--- src/rtl/clk_div_prog.sv ---
// clk_div_prog: programmable integer clock divider (ratio 2..2^WIDTH-1)
// with a glitch-free, break-before-make bypass path.
// Ratio changes are deferred to a period boundary so clko never emits a runt.
// Optional build macro CLK_DIV_ODD50_EN: adds a negedge flop that stretches
// the high phase by half a clki period for odd ratios (exact 50% duty).
// Handshake: div_ld is a one-cycle strobe with no back-pressure. The loaded
// value is held in div_pend until the next period boundary. div_ack then
// pulses for one cycle, in the same cycle that div_cur shows the new ratio.
module clk_div_prog #(
   parameter int WIDTH     = 8,
   parameter int RESET_DIV = 2
) (
   input  logic             clki,
   input  logic             rst_n,
   input  logic [WIDTH-1:0] div,
   input  logic             div_ld,
   input  logic             div_en,
   output logic             clko,
   output logic [WIDTH-1:0] div_cur,
   output logic             div_pend,
   output logic             div_ack
);

   // Output-mode sequencer: the two BRK states keep both enables low.
   typedef enum logic [1:0] {
      ST_BRK_A = 2'd0,
      ST_BRK_B = 2'd1,
      ST_DIV   = 2'd2,
      ST_BYP   = 2'd3
   } mode_e;

   localparam logic [WIDTH-1:0] RST_DIV = WIDTH'(RESET_DIV);
   localparam logic [WIDTH-1:0] MIN_DIV = WIDTH'(2);
   localparam logic [WIDTH-1:0] ONE     = WIDTH'(1);

   mode_e            mode_q, mode_d;
   logic             dv_en_q, dv_en_d;
   logic             byp_req_q, byp_req_d;
   logic             byp_en_q, byp_en_d;
   logic [WIDTH-1:0] cnt_q, cnt_d;
   logic [WIDTH-1:0] div_cur_q, div_cur_d;
   logic [WIDTH-1:0] pend_val_q, pend_val_d;
   logic             div_pend_q, div_pend_d;
   logic             div_ack_q, div_ack_d;
   logic             clk_q, clk_d;
   logic [WIDTH-1:0] div_clamp;
   logic             wrap;
   logic             apply;
   logic             clk_div;

   // Mode sequencing: leave divided mode only while clk_q is low, and
   // always pass through two break cycles before the other path is enabled.
   always_comb begin
      mode_d    = mode_q;
      dv_en_d   = dv_en_q;
      byp_req_d = byp_req_q;
      case (mode_q)
         ST_BYP: begin
            if (div_en) begin
               byp_req_d = 1'b0;
               mode_d    = ST_BRK_A;
            end
         end
         ST_BRK_A: mode_d = ST_BRK_B;
         ST_BRK_B: begin
            if (div_en) begin
               dv_en_d = 1'b1;
               mode_d  = ST_DIV;
            end else begin
               byp_req_d = 1'b1;
               mode_d    = ST_BYP;
            end
         end
         ST_DIV: begin
            if (!div_en && !clk_q) begin
               dv_en_d = 1'b0;
               mode_d  = ST_BRK_A;
            end
         end
         default: mode_d = ST_BRK_A;
      endcase
   end

   // Ratio capture and deferred application at the period boundary.
   always_comb begin
      div_clamp  = (div < MIN_DIV) ? MIN_DIV : div;
      wrap       = dv_en_q && (cnt_q == (div_cur_q - ONE));
      apply      = div_pend_q && (wrap || !dv_en_q);
      div_cur_d  = apply ? pend_val_q : div_cur_q;
      pend_val_d = div_ld ? div_clamp : pend_val_q;
      div_pend_d = div_ld || (div_pend_q && !apply);
      div_ack_d  = apply;
   end

   // Period counter and registered divided clock; idle (0) when not dividing.
   always_comb begin
      cnt_d = '0;
      clk_d = 1'b0;
      if (!dv_en_d) begin
         cnt_d = '0;
         clk_d = 1'b0;
      end else if (!dv_en_q || wrap) begin
         // New period: cnt restarts at 0, which is always in the high half.
         cnt_d = '0;
         clk_d = 1'b1;
      end else begin
         cnt_d = cnt_q + ONE;
         clk_d = (cnt_d < (div_cur_q >> 1));
      end
   end

   // All rising-edge state.
   always_ff @(posedge clki or negedge rst_n) begin
      if (!rst_n) begin
         mode_q     <= ST_BRK_A;
         dv_en_q    <= 1'b0;
         byp_req_q  <= 1'b0;
         cnt_q      <= '0;
         clk_q      <= 1'b0;
         div_cur_q  <= RST_DIV;
         pend_val_q <= RST_DIV;
         div_pend_q <= 1'b0;
         div_ack_q  <= 1'b0;
      end else begin
         mode_q     <= mode_d;
         dv_en_q    <= dv_en_d;
         byp_req_q  <= byp_req_d;
         cnt_q      <= cnt_d;
         clk_q      <= clk_d;
         div_cur_q  <= div_cur_d;
         pend_val_q <= pend_val_d;
         div_pend_q <= div_pend_d;
         div_ack_q  <= div_ack_d;
      end
   end

   // Bypass enable changes only while clki is low.
   always_comb byp_en_d = byp_req_q;

   // Falling-edge bypass-enable flop.
   always_ff @(negedge clki or negedge rst_n) begin
      if (!rst_n) byp_en_q <= 1'b0;
      else        byp_en_q <= byp_en_d;
   end

`ifdef CLK_DIV_ODD50_EN
   logic clk_n_q, clk_n_d;

   // Half-period stretch of the high phase, odd ratios only.
   always_comb clk_n_d = clk_q & div_cur_q[0];

   // Falling-edge stretch flop.
   always_ff @(negedge clki or negedge rst_n) begin
      if (!rst_n) clk_n_q <= 1'b0;
      else        clk_n_q <= clk_n_d;
   end

   assign clk_div = clk_q | clk_n_q;
`else
   assign clk_div = clk_q;
`endif

   assign clko     = (clki & byp_en_q) | (clk_div & dv_en_q);
   assign div_cur  = div_cur_q;
   assign div_pend = div_pend_q;
   assign div_ack  = div_ack_q;

endmodule

--- config.mk ---
export PLATFORM = sky130hd
export DESIGN_NAME = clk_div_prog
export DESIGN_NICKNAME = d
export VERILOG_FILES = /design/src/rtl/clk_div_prog.sv
export SDC_FILE = /design/constraint.sdc
export NUM_CORES = 1
export LEC_CHECK = 0
export ABC_AREA = 1
export BUFFER_PORTS_ARGS = -buffer_cell sky130_fd_sc_hd__buf_2
export CAP_MARGIN = 15
export CORE_ASPECT_RATIO = 1.1
export CORE_MARGIN = 2
export CORE_UTILIZATION = 45
export DETAILED_ROUTE_END_ITERATION = 8
export PLACE_DENSITY = 0.65
export SKIP_CTS_REPAIR_TIMING = 1
export SLEW_MARGIN = 20
export SYNTH_ARGS = -nofsm -noshare
export SYNTH_HDL_FRONTEND = slang
export SYNTH_SLANG_ARGS = --single-unit
--- constraint.sdc ---
create_clock -name clki -period 4.87 [get_ports clki]
set_clock_uncertainty 0.15 [all_clocks]
set_input_delay 0.487 -clock clki [delete_from_list [all_inputs] [get_ports clki]]
set_output_delay 0.487 -clock clki [all_outputs]
set_load 0.05 [all_outputs]
==> key figures <==
Finish
  – N_diodes: 0
  – Final cell count without fillers: 329
  – Number of nets in the layout: 300
  – P&R area growth vs syn: 16.53%
  – Post-layout util: around 54%
  – Share of post-route cells with drive strength above 1: roughly 16%

Routing
  – First drt pass iteration count: 4
  – Antenna-violating nets left: 0
  – Routed via count: ~1600
  – Drt total wl: 3596 um
  – Iter 0 DRT Violations: 36
  – WL/cell: about 11 um
  – Via/cell ratio: about 4.7
  – # DRC: 0

STA
  – # setup viols final: 0
  – Final WS setup: around 640 ps
  – Hold Fails Final Rpt: 0
  – Slew @ Worst Pin: 412.7 ps
  – Slew HR: between 70% and 80%
  – Fin. max-slew vios: 0
  – Unrepaired setup endpoints after global routing: false
  – Setup_tns: 0 ps

Worst setup path
  – CP endpoint kind: output port
  – Worst-path fanout max: 1
  – CP Launch Type: flip-flop
  – Critical path type: reg2out
  – Reg2Reg Setup Slack: between 1500 and 2000 ps
  – Max incr delay on CP: ~380 ps
  – Worst path slowest cell: dfrtn_1
  – Crit path to: clko
  – Reg2reg end: byp_en_q
  – CP Depth: 2
  – Critical R2R Launch: byp_en_d
  – CP startpoint: byp_en_q
  – FF-to-FF path depth: 0
  – WP buf/inv: 1
  – Crit-path cells: a22o_1, buf_2
  – CP top delay family: flip-flops
  – CP required: around 4200 ps
  – Crit path DAT: ~3600 ps

Power
  – Leak: around 1.1 nW
  – Peak VDD IR: approximately 0.00023 V
  – Pwr dens: 526.7 nW/um^2

Yosys
  – Syn avg cell area: about 7.5 sq um
  – Yosys Warn Count: 0
  – Synthesized area: 1847 sq um
  – Post-Syn Instances: between 200 and 250
  – Yosys cell types: 31
  – Mapped Nets: 269
  – Post-synthesis sequential area ratio: 43.50%
  – FF+latch count, synth: 32

Outcome
  – Status: finished clean

Run
  – Max-cap violations: 0

Placement
  – Routability cong.: around 0.85
  – Placed wire-length estimate: ~2800 um
  – Input/output buffers: 22
  – Placed cell count: ~320
  – Worst slack, placed: 1079 ps

Global routing
  – Gr usage total: about 19%
  – First-pass GRT wire length: approximately 6300 um
  – Global route overflow: 0
  – Vias in the first global route: between 1000 and 1500
  – Pin count of the biggest net entering global routing: 32
  – Initial antenna violation count: 0

Clock network
  – Clk Latency, worst-skew pair: around 390 ps
  – Clock transition at path regs: roughly 60 ps
  – CTS tree: yes

Die
  – Core ar.: roughly 4000 sq um
  – Die height: between 70 and 80 um
  – Area of the die: roughly 4600 sq um
  – Starting density of the core: ~47%
  – Num rows: 24
  – Io pins: 23
  – Die width: approximately 65 um

Hold path
  – Min-delay worst type: in2async
[where the power goes]
group	total (mW)	internal (mW)	switching (mW)	leakage [nW]
registers	0.385	0.323	0.0622	0.401
clock network	0.316	0.178	0.138	0.0764
logic	0.432	0.132	0.300	0.672
total	1.13	0.634	0.500	1.15
[per-layer routing]
layer	global-route usage [%]	part of all wire (%)
met2	29.10	49
met3	6.041	3.1
met1	21.72	46
met4	11.81	2.4
met5	0	0
[cell families after synthesis]
logic type / synth area share [%]
AND/OR/NAND/NOR: 32.18
AO/OA/AOI/OAI: 6.234
adder cells (fa/ha/maj): 8.130
buffers and inverters: 7.181
flip-flops: 43.50
XOR/XNOR: 2.778
[registers in the layout (all words and copies together) (netlist names)]
| name | cells |
|---|---|
| div_pend | 1 |
| dv_en_q | 1 |
| clk_div | 1 |
| cnt_q | 8 |
| byp_en_d | 1 |
| mode_q | 2 |
| byp_en_q | 1 |
| pend_val_q | 8 |
| div_cur | 8 |
| div_ack | 1 |
[layout by cell type (no fill, tap or decap), drive strengths merged]
cell and n:
nand2 92, inv 32, dfrtp 29, nor2 25, buf 23, nand3 20
ha 12, clkbuf 11, o21ai 9, a21oi 5, xor2 4, nor3 2
dfstp 2, a32oi 1, nand4 1, nand3b 1, xnor2 1, nor3b 1
clkinv 1, a22o 1, a31o 1, nor4 1, o21a 1, dfrtn 1
[area by class of cell]
| type | instances | area (sq um) |
|---|---|---|
| clock buffer | 12 | 136.4 |
| sequential | 32 | 803.3 |
| timing repair buffer | 22 | 112.6 |
| fill | 430 | 1812 |
| inverter | 33 | 123.9 |
| tap | 52 | 65.06 |
| multi-input combinational | 178 | 910.9 |
[synthesized netlist by cell type]
master	instances	area share, %
nor3b_1	1	0.41
dfrtn_1	1	1.4
inv_2	3	0.61
nand3_1	19	5.1
nand3b_1	1	0.41
a22o_1	1	0.47
o21ai_0	8	2.2
dfrtp_1	29	39
nand3_2	1	0.54
nand4_1	1	0.34
o21a_1	1	0.41
xnor2_1	1	0.47
xor2_1	3	1.4
a31o_2	1	0.47
inv_1	29	5.9
nor2_2	1	0.34
clkinv_1	1	0.20
nand2_4	1	0.61
xor2_2	1	0.88
buf_2	1	0.27
nor4_1	1	0.34
o21ai_4	1	0.88
nand2_1	90	18
clkbuf_1	1	0.20
nor3_1	2	0.54
dfstp_2	2	2.8
nor2_1	24	4.9
a32oi_1	1	0.47
a21oi_1	5	1.4
nand2_2	1	0.34
ha_1	12	8.1
[metrics by stage]
step / cell area [sq um] / hold slack (ps) / total power, mW
2_1_floorplan: 1847 / 41.41 / 0.7564
3_3_place_gp: 2021 / 305.9 / 0.8596
3_5_place_dp: 2021 / 314.9 / 0.8694
4_1_cts: 2152 / 38.59 / 1.149
5_1_grt: 2152 / 60.00 / 1.229
6_report: 2152 / 18.20 / 1.133
[worst min-delay path by stage]
stage,to,startpoint,depth (start not counted)
finish,cnt_q[1],rst_n,2
global route,cnt_q[2],rst_n,2
CTS,cnt_q[0],rst_n,2
detailed placement,pend_val_q[1],pend_val_q[1],2
global placement,pend_val_q[5],pend_val_q[5],2
floorplan,byp_en_d,rst_n,0
Note: power is estimated with default switching activity, not from simulation.
